==> config.mk <==
export PLATFORM = sky130hd
export DESIGN_NAME = bcd_tick_counter
export DESIGN_NICKNAME = d
export VERILOG_FILES = /design/src/rtl/clock_pkg.sv /design/src/rtl/bcd_digit.sv /design/src/rtl/bcd_tick_counter.sv
export SDC_FILE = /design/constraint.sdc
export NUM_CORES = 1
export LEC_CHECK = 0
export CAP_MARGIN = 40
export CORE_MARGIN = 10
export CORE_UTILIZATION = 55
export CTS_CLUSTER_DIAMETER = 40
export CTS_CLUSTER_SIZE = 25
export DETAILED_ROUTE_END_ITERATION = 10
export DONT_BUFFER_PORTS = 1
export PLACE_DENSITY_LB_ADDON = 0.05
export SLEW_MARGIN = 5
export SYNTH_ARGS = -nofsm -noshare
export SYNTH_HDL_FRONTEND = slang
export SYNTH_SLANG_ARGS = --single-unit
==> constraint.sdc <==
create_clock -name clk_in -period 1.5 [get_ports clk_in]
set_input_delay 0.225 -clock clk_in [delete_from_list [all_inputs] [get_ports clk_in]]
set_output_delay 0.225 -clock clk_in [all_outputs]
set_load 0.02 [all_outputs]
==> src/rtl/clock_pkg.sv <==
// Shared BCD digit type, digit limit and clamp helper for the decade counters.
package clock_pkg;

    localparam int unsigned BCD_W = 4;

    typedef logic [BCD_W-1:0] bcd_t;

    localparam bcd_t BCD_MAX = 4'd9;

    // Forces any nibble into the legal decimal range 0..9.
    function automatic bcd_t bcd_clamp(input bcd_t d);
        return (d > BCD_MAX) ? BCD_MAX : d;
    endfunction

endpackage

==> src/rtl/bcd_digit.sv <==
// One BCD decade of the tick counter.
// Ports:
//   clk_in    - system clock
//   rst       - synchronous active-high reset
//   clr       - synchronous clear, beats ld and inc
//   inc       - increment request (carry from the lower decade)
//   ld        - load ld_val (clamped to 9), beats inc
//   ld_val    - load value for this decade
//   q         - registered digit value, always 0..9
//   carry_out - combinational: inc while this digit is 9
module bcd_digit
    import clock_pkg::*;
(
    input  logic clk_in,
    input  logic rst,
    input  logic clr,
    input  logic inc,
    input  logic ld,
    input  bcd_t ld_val,
    output bcd_t q,
    output logic carry_out
);

    bcd_t q_q;
    bcd_t q_d;

    // Next digit value: clr > ld > inc.
    always_comb begin
        q_d = q_q;
        if (clr) begin
            q_d = '0;
        end else if (ld) begin
            q_d = bcd_clamp(ld_val);
        end else if (inc) begin
            // >= also recovers an illegal value rather than letting it run into hex.
            q_d = (q_q >= BCD_MAX) ? '0 : bcd_t'(q_q + 4'd1);
        end
    end

    // Digit register.
    always_ff @(posedge clk_in) begin
        if (rst) begin
            q_q <= '0;
        end else begin
            q_q <= q_d;
        end
    end

    assign q         = q_q;
    assign carry_out = inc & (q_q == BCD_MAX);

endmodule

==> src/rtl/bcd_tick_counter.sv <==
// Cascadable BCD counter of edges on a divided-clock level sampled as data.
// Optional parallel load is compiled in with BCD_TICK_COUNTER_LOAD_EN.
// Parameters:
//   DIGITS       - number of BCD decades (count is 4*DIGITS bits)
//   EDGE_FALLING - 0: count rising edges of tick_in, 1: count falling edges
// Ports:
//   clk_in   - system clock, all state on posedge
//   rst      - synchronous active-high reset
//   tick_in  - divided-clock level, already in the clk_in domain
//   en       - 1: detected edges increment; 0: edges dropped
//   clr      - synchronous clear of count
//   load     - (BCD_TICK_COUNTER_LOAD_EN) load count from load_val
//   load_val - (BCD_TICK_COUNTER_LOAD_EN) packed BCD load value, digits > 9 clamp to 9
//   count    - packed BCD count, digit 0 in bits [3:0]
//   wrap     - one-cycle pulse when count rolls from all-9s to 0
module bcd_tick_counter
    import clock_pkg::*;
#(
    parameter int unsigned DIGITS       = 4,
    parameter bit          EDGE_FALLING = 1'b0
) (
    input  logic                    clk_in,
    input  logic                    rst,
    input  logic                    tick_in,
    input  logic                    en,
    input  logic                    clr,
`ifdef BCD_TICK_COUNTER_LOAD_EN
    input  logic                    load,
    input  logic [BCD_W*DIGITS-1:0] load_val,
`endif
    output logic [BCD_W*DIGITS-1:0] count,
    output logic                    wrap
);

    localparam int unsigned CNT_W = BCD_W * DIGITS;

    // Reset tick_q to the active level so a level already active at release is not an edge.
    localparam logic TICK_RST = EDGE_FALLING ? 1'b0 : 1'b1;

    logic             tick_q;
    logic             wrap_q;
    logic             wrap_d;
    logic             evt_c;
    logic             load_c;
    logic [CNT_W-1:0] load_val_c;
    logic [DIGITS:0]  carry_c;

`ifdef BCD_TICK_COUNTER_LOAD_EN
    assign load_c     = load;
    assign load_val_c = load_val;
`else
    assign load_c     = 1'b0;
    assign load_val_c = '0;
`endif

    // Edge detect on the sampled level.
    assign evt_c = EDGE_FALLING ? (~tick_in & tick_q) : (tick_in & ~tick_q);

    // Ripple carry: decade 0 increments on an enabled edge, each higher decade on carry.
    assign carry_c[0] = evt_c & en;

    for (genvar g = 0; g < DIGITS; g++) begin : g_digit
        bcd_digit u_digit (
            .clk_in    (clk_in),
            .rst       (rst),
            .clr       (clr),
            .inc       (carry_c[g]),
            .ld        (load_c),
            .ld_val    (load_val_c[g*BCD_W +: BCD_W]),
            .q         (count[g*BCD_W +: BCD_W]),
            .carry_out (carry_c[g+1])
        );
    end

    // Rollover only counts when the increment actually lands (clr and load override it).
    assign wrap_d = carry_c[DIGITS] & ~clr & ~load_c;

    // Edge history and wrap pulse registers.
    always_ff @(posedge clk_in) begin
        if (rst) begin
            tick_q <= TICK_RST;
            wrap_q <= 1'b0;
        end else begin
            tick_q <= tick_in;
            wrap_q <= wrap_d;
        end
    end

    assign wrap = wrap_q;

endmodule

# Word-level counts from Yosys, hierarchy flattened
# Cells that the tools add are included.
word_totals:
  regBits: 18
  input_bits: 5
  output_inout_bits: 17
  elab_cells: 32
op_classes:
  addsub: 4
  n_lt_le_gt_ge: 4
  eq_ne: 4
  mux: 4
  bitwise_logic: 9
  reduce_logical: 1
ops:
  columns: ["op", "count"]
  rows:
  - ["$add 4x1->4 const B", 4]
  - ["$eq 4x4->1 const B", 4]
  - ["$ge 4x4->1 const B", 4]
  - ["$mux 4", 4]
  - ["$and 1x1->1", 7]
  - ["$not 1->1", 2]
  - ["$reduce_or 2->1", 1]

# Logic depth before layout (Yosys ltp)
logic_depth:
  word_depth: 8
  mapped_depth: 7
  depth_no_buf: 6

# Hierarchy
# A second synthesis with hierarchy kept.
hier_totals:
  hier_cells: 154
  hier_area_um2: 1313.8
by_module_without_submodules:
  columns: ["mod", "n_inst", "cells_per_inst", "area_each_um2", "seq_area_each_um2"]
  rows:
  - ["bcd_digit", 4, 37, 311.5, 80.1]
  - ["bcd_tick_counter", 1, 6, 67.6, 40.0]

# Worst setup path before layout
# No wires, ideal clock.
synth_path:
  path_type: "flip-flop to flip-flop"
  from: "register g_digit[0].u_digit.q_q[0]"
  to: "register g_digit[3].u_digit.q_q[2]"
  setup_ns: 0.119
  t_arrival_ns: 1.579
  required_time_ns: 1.381
  path_slack_ns: -0.198
  stages_incl_launch_ff: 7
  path_buffers: 1
  synth_period_minus_slack_ns: 1.698
  path_cell_list: "dfxtp_1 ha_1 nand3b_4 or3_1 buf_2 nor3_2 nor3_2"
synth_via:
  elab_chain_cells: 4
synth_rtl:
  columns: ["item", "line", "rtl"]
  rows:
  - ["from (decl)", "bcd_digit.sv:24", "bcd_t q_q;"]
  - ["from (signal assigned)", "bcd_digit.sv:45", "q_q <= q_d;"]
  - ["$eq 4x4->1", "bcd_digit.sv:50", "assign carry_out = inc & (q_q == BCD_MAX);"]
  - ["$and 1x1->1 (3 in a row)", "bcd_digit.sv:50", null]
  - ["to (signal assigned)", "bcd_digit.sv:45", null]
  - ["to (decl)", "bcd_digit.sv:24", null]
# Every way passes these cells.
# A chain may end at the register's enable or synchronous reset.

# Worst setup path after layout
layout_path:
  from: "register g_digit[1].u_digit.q_q[1]"
  to: "register g_digit[3].u_digit.q_q[2]"
layout_via:
  elab_chain_cells: 3
layout_rtl:
  columns: ["item", "line"]
  rows:
  - ["from (decl)", "bcd_digit.sv:24"]
  - ["from (signal assigned)", "bcd_digit.sv:45"]
  - ["$eq 4x4->1", "bcd_digit.sv:50"]
  - ["$and 1x1->1 (2 in a row)", "bcd_digit.sv:50"]
# Every way passes these cells.

==> metrics <==
Post-DP Area 1250 µm²; worst slew pin tran 0.496 ns; number of flops mapped to enable cells by yosys 0; total routed wirelength 2340 µm; number of endpoints with negative hold slack in the final report 0; detailed placement HPWL 1880 µm; placeable core region 1760 µm²; switching fraction of total power 0.215; startpoint-to-endpoint class of the critical path flop to flop; vias in the first global route 880; maximum achievable frequency 660 MHz; yosys synthesis warning count 0; minimum setup slack in the final design -0.0161 ns; normalized max-slew margin 0.667; count of nets after finishing 154; clock skew 0.00116 ns; count of input and output buffers 0; fin crit share 1.01; global-route congestion overflow total 0; Die Span Y 63.7 µm; Filler Cells Inserted 139; CTS tree yes; part of the power in registers 0.637; DRC Markers 0; most used flip-flop cell after synthesis sky130_fd_sc_hd__dfxtp_1; number of antenna-violating nets in the routed design 0; post-detailed-route via-to-cell ratio 5.39; Finished Cell Area 1340 µm²; io pins 22; wire length of the first global-routing pass 3890 µm; clock buffers created by TritonCTS 3; CP Capture Type flop; Seq/Total Area, Yosys 0.344; Rows 15; required time of the worst setup path 1.72 ns; share of power burned in combinational logic 0.032; Clock transition at path regs 0.10 ns; Crit Path Max Fanout 6; ant diodes 0; Data arrival, critical path 1.74 ns; static leakage 0.619 nW; Synth async-reset ratio 0; fraction of layout cells with a size suffix above 1 0.412; overall die area 4050 µm²; hold buffer count at cts 0; Synth Instances 114; clock period minus worst slack 1.52 ns; worst vdd ir 0.437 mV; total via count in the routed design 867; power per cell area 556 nW/µm²; share of power burned in the clock network 0.332; Critical Path, Cell by Cell inv_2, ha_4, nand3b_1, buf_4, nor4_4, buf_6, a31oi_2, nor3_2; count of buffering cells on the critical path with inverters included 3; slowest cell on the critical path sky130_fd_sc_hd__dfxtp_2; H-tree depth 1; total track usage 0.112; Detailed Route Iter0 Violations 26; Synth-to-Final Area Change 28.2%; Total Neg Setup Slack -0.0297 ns; violated checks setup timing; routed wire length per instance 14.5 µm; MaxCap Viol Count 0; floorplan die width 63.7 µm; library cell used as clock root buffer sky130_fd_sc_hd__clkbuf_4; pins over their slew limit 0; register bit total from synthesis 18; Critical Path Source Type flop; result of the run finished, violations left; clock insertion delay at the later pin of the skew report 0.28 ns; cell class contributing the biggest share of worst-path delay simple AND/OR/NAND/NOR gates; internal power of the cells 0.586 mW; number of iterations in the first detailed-routing pass 4; Crit path largest cell delay 0.34 ns; total number of clock tree sinks 18; count of final setup violators 3; post-synthesis average cell area 9.20 µm²; initial cell density of the core 0.594; number of different library cells in the post-synthesis netlist 33; unrepaired setup endpoints after global routing true; Worst Hold Class input port to flop; Final GP Congestion 0.866; number of buffers on the longest clock path 2; number of antenna violations at the first check in global routing 0; Post-Syn Nets 131; power dissipated by switching net loads 0.160 mW; pin count of the biggest net entering global routing 11; Netlist Area Pre-Place 1050 µm²
[path summary, 6_finish.rpt]
| check | depth (start not counted) | start | to | slack, ns |
|---|---|---|---|---|
| setup / recovery | 8 | g_digit[1].u_digit.q[1]$_SDFFE_PP0N_ | g_digit[3].u_digit.q[2]$_SDFFE_PP0P_ | -0.02 |
| hold / removal | 1 | rst | tick_q$_SDFF_PP1_ | 0.04 |
| setup reg to reg | 8 | g_digit[1].u_digit.q[1]$_SDFFE_PP0N_ | g_digit[3].u_digit.q[2]$_SDFFE_PP0P_ | -0.02 |
| hold reg to reg | 3 | g_digit[2].u_digit.q[0]$_SDFFE_PP0N_ | g_digit[2].u_digit.q[0]$_SDFFE_PP0N_ | 0.58 |
[Yosys cell counts, types with 2 or more instances]
library cell,number,area share
sky130_fd_sc_hd__dfxtp_1,18,0.34
sky130_fd_sc_hd__nor2_1,14,0.050
sky130_fd_sc_hd__ha_1,12,0.14
sky130_fd_sc_hd__inv_1,11,0.039
sky130_fd_sc_hd__a21oi_1,9,0.043
sky130_fd_sc_hd__nand3_1,6,0.029
sky130_fd_sc_hd__nand2_1,5,0.018
sky130_fd_sc_hd__o21ai_1,4,0.019
sky130_fd_sc_hd__nand3b_4,3,0.057
sky130_fd_sc_hd__xor2_1,3,0.025
sky130_fd_sc_hd__a41oi_1,2,0.017
sky130_fd_sc_hd__buf_2,2,0.0095
sky130_fd_sc_hd__nor3_2,2,0.019
sky130_fd_sc_hd__o31ai_1,2,0.014
sky130_fd_sc_hd__or2_2,2,0.012
sky130_fd_sc_hd__xnor2_1,2,0.017
[power by group through the flow]
stage	clock [mW]	sequential (mW)	combinational (mW)
4_1_cts	0.259	0.475	0.0234
3_3_place_gp	0	0.486	0.0229
5_1_grt	0.268	0.476	0.0263
2_1_floorplan	0	0.487	0.0207
6_report	0.248	0.475	0.0237
3_5_place_dp	0	0.486	0.0235
[cell usage in the layout (no fill, tap or decap), drive strengths merged, types with 3 or more instances in the layout]
| cell | count |
|---|---|
| nand3 | 6 |
| clkbuf | 4 |
| buf | 21 |
| xor2 | 3 |
| ha | 12 |
| nand2 | 5 |
| a21oi | 9 |
| nor2 | 14 |
| nand3b | 4 |
| o21ai | 5 |
| dfxtp | 18 |
| inv | 11 |
| nor3 | 3 |
[per-layer routing]
| metal | share of wire | vias to the layer above | GRT usage |
|---|---|---|---|
| li1 | - | 440 | - |
| met1 | 0.41 | 409 | 0.124 |
| met2 | 0.50 | 16 | 0.193 |
| met3 | 0.079 | 2 | 0.0389 |
| met4 | 0.0056 | 0 | 0.0383 |
| met5 | 0 | - | 0 |
[flip-flops by register name, summed over array words and instances (netlist names)]
signal / count
wrap: 1
tick_q: 1
g_digit.u_digit.q: 16
[stage by stage]
step / util / total power, mW / instances / hold WS, ns / worst slack, ns
6_report: 0.762 / 0.747 / 161 / 0.0390 / -0.0161
5_1_grt: 0.762 / 0.770 / 161 / 0.0321 / -0.135
4_1_cts: 0.723 / 0.757 / 160 / 0.0301 / -0.0226
3_5_place_dp: 0.708 / 0.510 / 156 / 0.337 / 0.00371
3_3_place_gp: 0.708 / 0.509 / 156 / 0.332 / 0.0412
2_1_floorplan: - / 0.508 / 114 / 0.329 / -0.00308
[worst reg2reg max path: cells and delay by family, from the launching register on]
kind            cells  cell delay (ns)
fa+ha+maj           1             0.14
flops               1             0.34
compound gates      1             0.09
buf+inv             3             0.41
simple gates        3             0.47
[final cells by class]
type | instances | area, µm² | share of cell area
clock buffers | 4 | 26.3 | 0.0196
repair buffers | 21 | 161 | 0.120
multi-input cells | 82 | 708 | 0.527
flip-flops and latches | 18 | 375 | 0.279
well taps | 25 | 31.3 | 0.0233
inverters | 11 | 41.3 | 0.0307
[cell families after synthesis]
logic type	count (synthesis)	synth area share
xor gates and xnor gates	5	0.0418
DFF	18	0.344
buffers and inverters	14	0.0597
AOI/OAI and AO/OA	23	0.142
and+or+nand+nor	42	0.270
adders and majority gates	12	0.143
[what timing repair did]
action,4_1_cts,5_1_grt
pin swaps,0,10
setup endpoints to repair,2,12
setup buffers,0,1
resized for setup,0,13
(Power assumes the default switching activity.)
